==> src/rtl/core_inst_seq.sv <==
// core_inst_seq
//   Instruction sequencer for the core. A single start pulse runs one full tile:
//   weight fetch xmem->L0, kernel load, drain wait, activation fetch xmem->L0,
//   execute, OFIFO drain into pmem, then an optional accumulate/ReLU pass
//   through the SFP. All parameters of the tile are latched on start.
//
// Ports
//   clk          rising-edge clock
//   reset        asynchronous active-low reset
//   start        one-cycle pulse, only accepted while idle
//   w_base       xmem address of the first weight word
//   a_base       xmem address of the first activation word
//   p_base       pmem address of the first psum word
//   len          activation words / psum outputs per tile (0 = no-op)
//   acc_en       run the SFP pass after the OFIFO drain
//   relu_en      drive inst[34] during the SFP pass
//   ofifo_valid  OFIFO in core holds a readable word
//   inst         35-bit instruction word for core (registered)
//   busy         high from start acceptance through the done cycle (registered)
//   done         one-cycle completion pulse (registered)
//
// Timing: the next-state logic computes the word for the current state and the
// output register presents it one cycle later, so inst/busy/done all share the
// same one-cycle lag and no input reaches an output combinationally.
module core_inst_seq #(
    parameter int ROW   = 8,
    parameter int COL   = 8,
    parameter int AW    = 11,
    parameter int LW    = 11,
    parameter int DRAIN = 16
) (
    input  logic          clk,
    input  logic          reset,
    input  logic          start,
    input  logic [AW-1:0] w_base,
    input  logic [AW-1:0] a_base,
    input  logic [AW-1:0] p_base,
    input  logic [LW-1:0] len,
    input  logic          acc_en,
    input  logic          relu_en,
    input  logic          ofifo_valid,
    output logic [34:0]   inst,
    output logic          busy,
    output logic          done
);

    // NOP: both SRAMs disabled with write-enable inactive, everything else 0.
    localparam logic [34:0] NOP = 35'h1_800C_0000;

    typedef enum logic [3:0] {
        S_IDLE, S_W_FETCH, S_W_LOAD, S_W_WAIT, S_A_FETCH,
        S_EXEC, S_OF_DRAIN, S_SFP, S_DONE
    } state_t;

    state_t        state, state_d;
    logic [LW-1:0] cnt, cnt_d;        // per-phase step counter / pmem offset
    logic [LW-1:0] rd_cnt, rd_cnt_d;  // OFIFO reads issued during drain
    logic          wr_pend, wr_pend_d; // OFIFO read last cycle -> pmem write now
    logic [AW-1:0] w_q, a_q, p_q;
    logic [LW-1:0] len_q;
    logic          acc_q, relu_q;
    logic [34:0]   inst_d;

    // Instruction fields for the current cycle
    logic          f_relu, f_acc, cen_p, wen_p, cen_x, wen_x;
    logic          f_ofifo_rd, f_l0_rd, f_l0_wr, f_exec, f_load;
    logic [AW-1:0] a_p, a_x;

    always_comb begin
        state_d    = state;
        cnt_d      = cnt;
        rd_cnt_d   = rd_cnt;
        wr_pend_d  = 1'b0;
        f_relu     = 1'b0;
        f_acc      = 1'b0;
        cen_p      = 1'b1;
        wen_p      = 1'b1;
        a_p        = '0;
        cen_x      = 1'b1;
        wen_x      = 1'b1;
        a_x        = '0;
        f_ofifo_rd = 1'b0;
        f_l0_rd    = 1'b0;
        f_l0_wr    = 1'b0;
        f_exec     = 1'b0;
        f_load     = 1'b0;

        case (state)
            S_IDLE: begin
                cnt_d = '0;
                if (start) state_d = (len != '0) ? S_W_FETCH : S_DONE;
            end
            // ROW reads plus one trailing cycle for the last L0 write
            S_W_FETCH: begin
                if (cnt != LW'(ROW)) begin
                    cen_x = 1'b0;
                    a_x   = w_q + AW'(cnt);
                end
                if (cnt != '0) f_l0_wr = 1'b1;
                if (cnt == LW'(ROW)) begin
                    state_d = S_W_LOAD;
                    cnt_d   = '0;
                end else begin
                    cnt_d = cnt + LW'(1);
                end
            end
            S_W_LOAD: begin
                f_l0_rd = 1'b1;
                f_load  = 1'b1;
                if (cnt == LW'(COL - 1)) begin
                    state_d = S_W_WAIT;
                    cnt_d   = '0;
                end else begin
                    cnt_d = cnt + LW'(1);
                end
            end
            S_W_WAIT: begin
                if (cnt == LW'(DRAIN - 1)) begin
                    state_d = S_A_FETCH;
                    cnt_d   = '0;
                end else begin
                    cnt_d = cnt + LW'(1);
                end
            end
            S_A_FETCH: begin
                if (cnt != len_q) begin
                    cen_x = 1'b0;
                    a_x   = a_q + AW'(cnt);
                end
                if (cnt != '0) f_l0_wr = 1'b1;
                if (cnt == len_q) begin
                    state_d = S_EXEC;
                    cnt_d   = '0;
                end else begin
                    cnt_d = cnt + LW'(1);
                end
            end
            S_EXEC: begin
                f_l0_rd = 1'b1;
                f_exec  = 1'b1;
                if (cnt == len_q - LW'(1)) begin
                    state_d  = S_OF_DRAIN;
                    cnt_d    = '0;
                    rd_cnt_d = '0;
                end else begin
                    cnt_d = cnt + LW'(1);
                end
            end
            // OFIFO read and pmem write are pipelined: a read in one cycle is
            // written the next, and a new read may overlap that write.
            S_OF_DRAIN: begin
                if (wr_pend) begin
                    cen_p = 1'b0;
                    wen_p = 1'b0;
                    a_p   = p_q + AW'(cnt);
                    if (cnt == len_q - LW'(1)) begin
                        state_d = acc_q ? S_SFP : S_DONE;
                        cnt_d   = '0;
                    end else begin
                        cnt_d = cnt + LW'(1);
                    end
                end
                if (rd_cnt != len_q && ofifo_valid) begin
                    f_ofifo_rd = 1'b1;
                    rd_cnt_d   = rd_cnt + LW'(1);
                    wr_pend_d  = 1'b1;
                end
            end
            S_SFP: begin
                cen_p  = 1'b0;
                a_p    = p_q + AW'(cnt);
                f_acc  = 1'b1;
                f_relu = relu_q;
                if (cnt == len_q - LW'(1)) begin
                    state_d = S_DONE;
                    cnt_d   = '0;
                end else begin
                    cnt_d = cnt + LW'(1);
                end
            end
            S_DONE: begin
                state_d = S_IDLE;
            end
            default: state_d = S_IDLE;
        endcase

        inst_d = {f_relu, f_acc, cen_p, wen_p, a_p, cen_x, wen_x, a_x,
                  f_ofifo_rd, 2'b00, f_l0_rd, f_l0_wr, f_exec, f_load};
    end

    always_ff @(posedge clk or negedge reset) begin
        if (!reset) begin
            state   <= S_IDLE;
            cnt     <= '0;
            rd_cnt  <= '0;
            wr_pend <= 1'b0;
            w_q     <= '0;
            a_q     <= '0;
            p_q     <= '0;
            len_q   <= '0;
            acc_q   <= 1'b0;
            relu_q  <= 1'b0;
            inst    <= NOP;
            busy    <= 1'b0;
            done    <= 1'b0;
        end else begin
            state   <= state_d;
            cnt     <= cnt_d;
            rd_cnt  <= rd_cnt_d;
            wr_pend <= wr_pend_d;
            inst    <= inst_d;
            busy    <= (state != S_IDLE) || start;
            done    <= (state == S_DONE);
            if (state == S_IDLE && start) begin
                w_q    <= w_base;
                a_q    <= a_base;
                p_q    <= p_base;
                len_q  <= len;
                acc_q  <= acc_en;
                relu_q <= relu_en;
            end
        end
    end

endmodule

==> config.mk <==
export PLATFORM = sky130hd
export DESIGN_NAME = core_inst_seq
export DESIGN_NICKNAME = d
export VERILOG_FILES = /design/src/rtl/core_inst_seq.sv
export SDC_FILE = /design/constraint.sdc
export NUM_CORES = 1
export LEC_CHECK = 0
export CAP_MARGIN = 40
export CORE_ASPECT_RATIO = 0.8
export CORE_MARGIN = 4
export CORE_UTILIZATION = 50
export CTS_BUF_LIST = sky130_fd_sc_hd__clkbuf_4 sky130_fd_sc_hd__clkbuf_8
export DETAILED_ROUTE_END_ITERATION = 12
export GPL_ROUTABILITY_DRIVEN = 0
export MAX_ROUTING_LAYER = met4
export PLACE_DENSITY = 0.77
export SETUP_SLACK_MARGIN = 0.1
export SKIP_LAST_GASP = 1
export SYNTH_ARGS = -nofsm -noshare
export SYNTH_HDL_FRONTEND = slang
export SYNTH_SLANG_ARGS = --single-unit
==> constraint.sdc <==
create_clock -name clk -period 3.58 [get_ports clk]
set_input_delay 0.537 -clock clk [delete_from_list [all_inputs] [get_ports clk]]
set_output_delay 0.537 -clock clk [all_outputs]
set_load 0.02 [all_outputs]
# == After elaboration in Yosys (flattened, before gate mapping) ==
# Cells that the tools add are included.
# W data, S select, Z words.
# op_classes
muxes,42
shift,0
reduce_logical,15
eq_ne,26
order_cmp,0
n_div,0
bitwise_logic,0
multipliers,0
add_sub_neg,6
# ops
operator,n
$mux W11,11
$pmux W11 S7,1
$pmux W11 S2,3
$mux W4,11
$add A11 B11 Y11,3
$pmux W4 S8,1
$add A11 B1 Y11 const B,2
$eq A11 B11 Y1,2
$eq A11 B4 Y1 const B,2
$ne A11 B11 Y1,2
$reduce_bool A11 Y1,2
$ne A2 B2 Y1 const B,10
$eq A4 B3 Y1 const B,4
$mux W1,13
$eq A11 B3 Y1 const B,1
$ne A11 B4 Y1 const B,1
$sub A11 B1 Y11 const B,1
$reduce_and A9 Y1,1
$eq A4 B2 Y1 const B,2
$reduce_bool A7 Y1,1
$reduce_or A2 Y1,3
$eq A4 B1 Y1 const B,1
$eq A4 B4 Y1 const B,1
$logic_not A4 Y1,1
7 further kinds,9
# totals
register_bits,107
latch_bits,0
out_inout_bits,37
mem_bits_rw,0
memories,0
romBits,0
word_cells,102

# == Longest topological paths before layout ==
# depth
depth_word,5
mapped_depth,11
mapped_depth_nobuf,9

# == Least setup slack after synthesis ==
# No wires, ideal clock.
# synth_timing
path_kind,flip-flop to flip-flop
from,reg cnt[0]
to,reg inst[17]
path_buffers,0
arrival_time_ns,2.464
period_less_slack_ns,2.585
slack_ns,0.995
required_time_ns,3.459
path_stages_with_launch,10
path_cell_list,dfrtp_1 ha_1 fa_1 a21o_1 a21oi_1 o21ai_0 o41ai_1 o21ai_0 xnor2_1 a22o_1
# synth_between
elab_chain_len,3
# synth_lines
item,line,source
start: declaration,56,"logic [LW-1:0] cnt, cnt_d;"
start signal: assignment,208,cnt <= cnt_d;
$add A11 B11 Y11 (tied with other cells),128,a_x = a_q + AW'(cnt);
"$mux W11, on equally long branches","126, 95",
$pmux W11 S2 *,88,case (state)
via a_x[10],67,"logic [AW-1:0] a_p, a_x;"
end signal: assignment,211,inst <= inst_d;
end: declaration,42,"output logic [34:0] inst,"
# Mark *: on every way through the listed nets, which the timed path passes. The rest lies on a longest branch.
# A chain may end at the register's enable or synchronous reset.

# == Worst setup path in the final report ==
# Same ends and word-level chain as after synthesis.

==> impl_metrics.csv <==
group,metric,value,unit
outcome,outcome,"finished, final reports clean",
cells_and_area,fin_cells,855,
power_and_ir_drop,p_switching,2.50,mW
power_and_ir_drop,power_frac_seq,0.358,
power_and_ir_drop,internal-power,3.49,mW
grt,use_met2,0.348,
timing,fmax,0.317,GHz
critical_path,rr_startpoint,"cnt[0]",
grt,grt-ovfl-total,0,
synthesis,synthArstFlopShare,1.00,
placement,place_area,7240,µm²
timing,skew,0.00979,ns
power_and_ir_drop,power_density,802,nW/µm²
floorplan,die-area,14400,µm²
cells_and_area,final_core_util,0.612,
cells_and_area,finalInstanceArea,7470,µm²
grt,grt_pass1_vias,5037,
synthesis,synth_top_area_frac,0.411,
power_and_ir_drop,combPwrFrac,0.505,
clocking,tritoncts,"done",
synthesis,synth_edf_count,0,
synthesis,postSynthCellCount,608,
floorplan,start_util,0.513,
timing,maxSlewViolCount,0,
synthesis,synth_ff_type,"dfrtp_1",
clocking,h-tree-depth,3,
drt,drtIter0Drc,437,
timing,finalHoldViolations,0,
synthesis,synth_area,6270,µm²
drt,ant_nets,0,
synthesis,synth_top_area_cell,"dfrtp_1",
min_path,hold_class,"in -> async",
critical_path,worstPathRequired,3.85,ns
grt,grtUsageMet3,0.0414,
critical_path,arrival,3.43,ns
floorplan,io_pins,87,
drt,drc,0,
critical_path,crit_type,"reg -> reg",
power_and_ir_drop,vdd_ir_drop_max,0.000462,V
synthesis,yosysMostFrequentCell,"dfrtp_1",
critical_path,worstPathMaxFanout,9,
clocking,cts_buffers,9,
timing,relSlewSlack,0.414,
clocking,cts.reportedPaths.clkPinSlew,0.10,ns
clocking,cts-root-buf,"clkbuf_8",
drt,drt_pre_antenna_iters,5,
job,maxCapViolations,0,
timing,setup_tns,0,ns
synthesis,synth_common_cells,"dfrtp_1 (103), mux2_2 (47), nor2_1 (46), xnor2_1 (39), nand2_1 (38)",
placement,numPortBuffers,83,
grt,grt_usage,0.222,
placement,placed_cells,839,
timing,setup_violations,0,
floorplan,die_w,133,µm
synthesis,yosysWarnings,0,
clocking,cts_buffer_depth,2,
clocking,clock_sinks,106,
floorplan,core_area,12200,µm²
clocking,clk_latency,0.38,ns
grt,grt_max_degree,56,
timing,min_period,3.16,ns
synthesis,ys_seq_area_frac,0.424,
power_and_ir_drop,finalPower,5.99,mW
critical_path,crit_path_end_kind,"flop",
drt,via_per_inst,5.82,
floorplan,die_h,108,µm
power_and_ir_drop,leakagePower,3.23,nW
drt,vias,4978,
critical_path,cp-start-kind,"flop",
critical_path,startpoint,"cnt[0]",
clocking,cts_resized,0,
clocking,post_cts.repair.setup_buffers,0,
floorplan,num_rows,36,
power_and_ir_drop,p_clk_frac,0.137,
synthesis,synthTopCellsByArea,"dfrtp_1 (41%), mux2_2 (8.4%), ha_1 (6.8%)",
cells_and_area,num_antenna_cells,0,
timing,worst_slew_pin_slew,0.878,ns
synthesis,yosysUniqueCellTypes,71,
grt,grt_pass1_wl,25000,µm
grt,antenna_found_initial,0,
cells_and_area,fin_nets,766,
timing,rsz0062_at_grt,"no",
drt,wirelength,15100,µm
power_and_ir_drop,swShare,0.417,
clocking,holdBufCountCts,0,
cells_and_area,area_delta_synth_final,19.2,%
placement,place_hpwl,11300,µm
drt,detail_route.wl_per_cell,17.7,µm
grt,busiest_layer,"met2",
cells_and_area,drive_above_1_share,0.132,
synthesis,synth_seq_cells,106,
timing,post-route-period-util,0.882,
grt,met1_usage,0.289,
synthesis,syn_avg_cell_area,10.3,µm²
-- registers in the layout, summed over array words and instances (netlist names), 4 cells and up --
register  cells
a_q          11
cnt          11
inst         32
len_q        11
p_q          11
rd_cnt       11
state         4
w_q          11
-- worst max-delay path: stages (launching register included) --
cell     delay (ns)
dfrtp_1        0.53
ha_1           0.31
fa_1           0.42
a21o_1         0.18
a21oi_1        0.24
o21ai_0        0.22
o41ai_1        0.50
o21ai_0        0.23
xnor2_1        0.16
a22o_1         0.24
-- power groups by stage --
stage | clock network [mW] | logic, mW | registers (mW)
floorplan | 0 | 2.29 | 2.02
finish | 0.821 | 3.02 | 2.14
CTS | 0.849 | 3.02 | 2.13
detailed placement | 0 | 3.00 | 2.16
global placement | 0 | 2.84 | 2.13
global route | 0.890 | 3.33 | 2.20
-- layout make-up --
type / count / area (µm²)
Sequential cell: 106 / 2660
Multi-Input combinational cell: 454 / 3390
Fill cell: 1004 / 4740
Timing Repair Buffer: 93 / 923
Clock buffer: 9 / 124
Inverter: 15 / 56.3
Clock inverter: 7 / 103
Tap cell: 171 / 214
-- cell usage in the layout (no fill, tap or decap), types with 9 or more instances in the layout --
cell type / count
ha_1: 34
clkbuf_8: 9
dfrtp_1: 103
clkdlybuf4s50_1: 82
nor3_1: 18
xor2_1: 21
nand2_1: 38
o21ai_0: 30
mux2_2: 47
nor2_1: 46
buf_4: 10
nand3_1: 13
xnor2_1: 39
nor4_1: 13
inv_1: 14
a22o_1: 11
a21oi_1: 18
and3_1: 14
-- metal layers --
metal | vias to the layer above | wire (µm)
li1 | 2339 | -
met1 | 2399 | 6640
met2 | 200 | 7130
met3 | 40 | 1020
met4 | 0 | 336
met5 | - | 0
-- cell families after synthesis --
logic type	share of synthesized area
AND/OR/NAND/NOR	0.157
AO/OA/AOI/OAI	0.134
flip-flops	0.424
XOR/XNOR	0.0839
buffers and inverters	0.0363
multiplexers	0.0861
adder cells (fa/ha/maj)	0.0775
other	0.00120
-- metrics by stage --
stage               setup WS (ns)  hold slack, ns
floorplan                   0.995           0.241
global placement            0.750           0.465
detailed placement          0.589           0.480
CTS                         0.482          0.0951
global route                0.152           0.123
finish                      0.423           0.103
-- path summary, 6_finish.rpt --
check                      slack, ns  endpoint  depth (start not counted)
max in group asynchronous       2.65    w_q[6]                          3
hold / removal                  0.10   inst[1]                          1
setup / recovery                0.42  inst[17]                          9
setup reg to reg                0.42  inst[17]                          9
min in group clk                0.50  inst[34]                          1
hold reg to reg                 0.50  inst[34]                          1
Power figures use the tool's default switching activity.
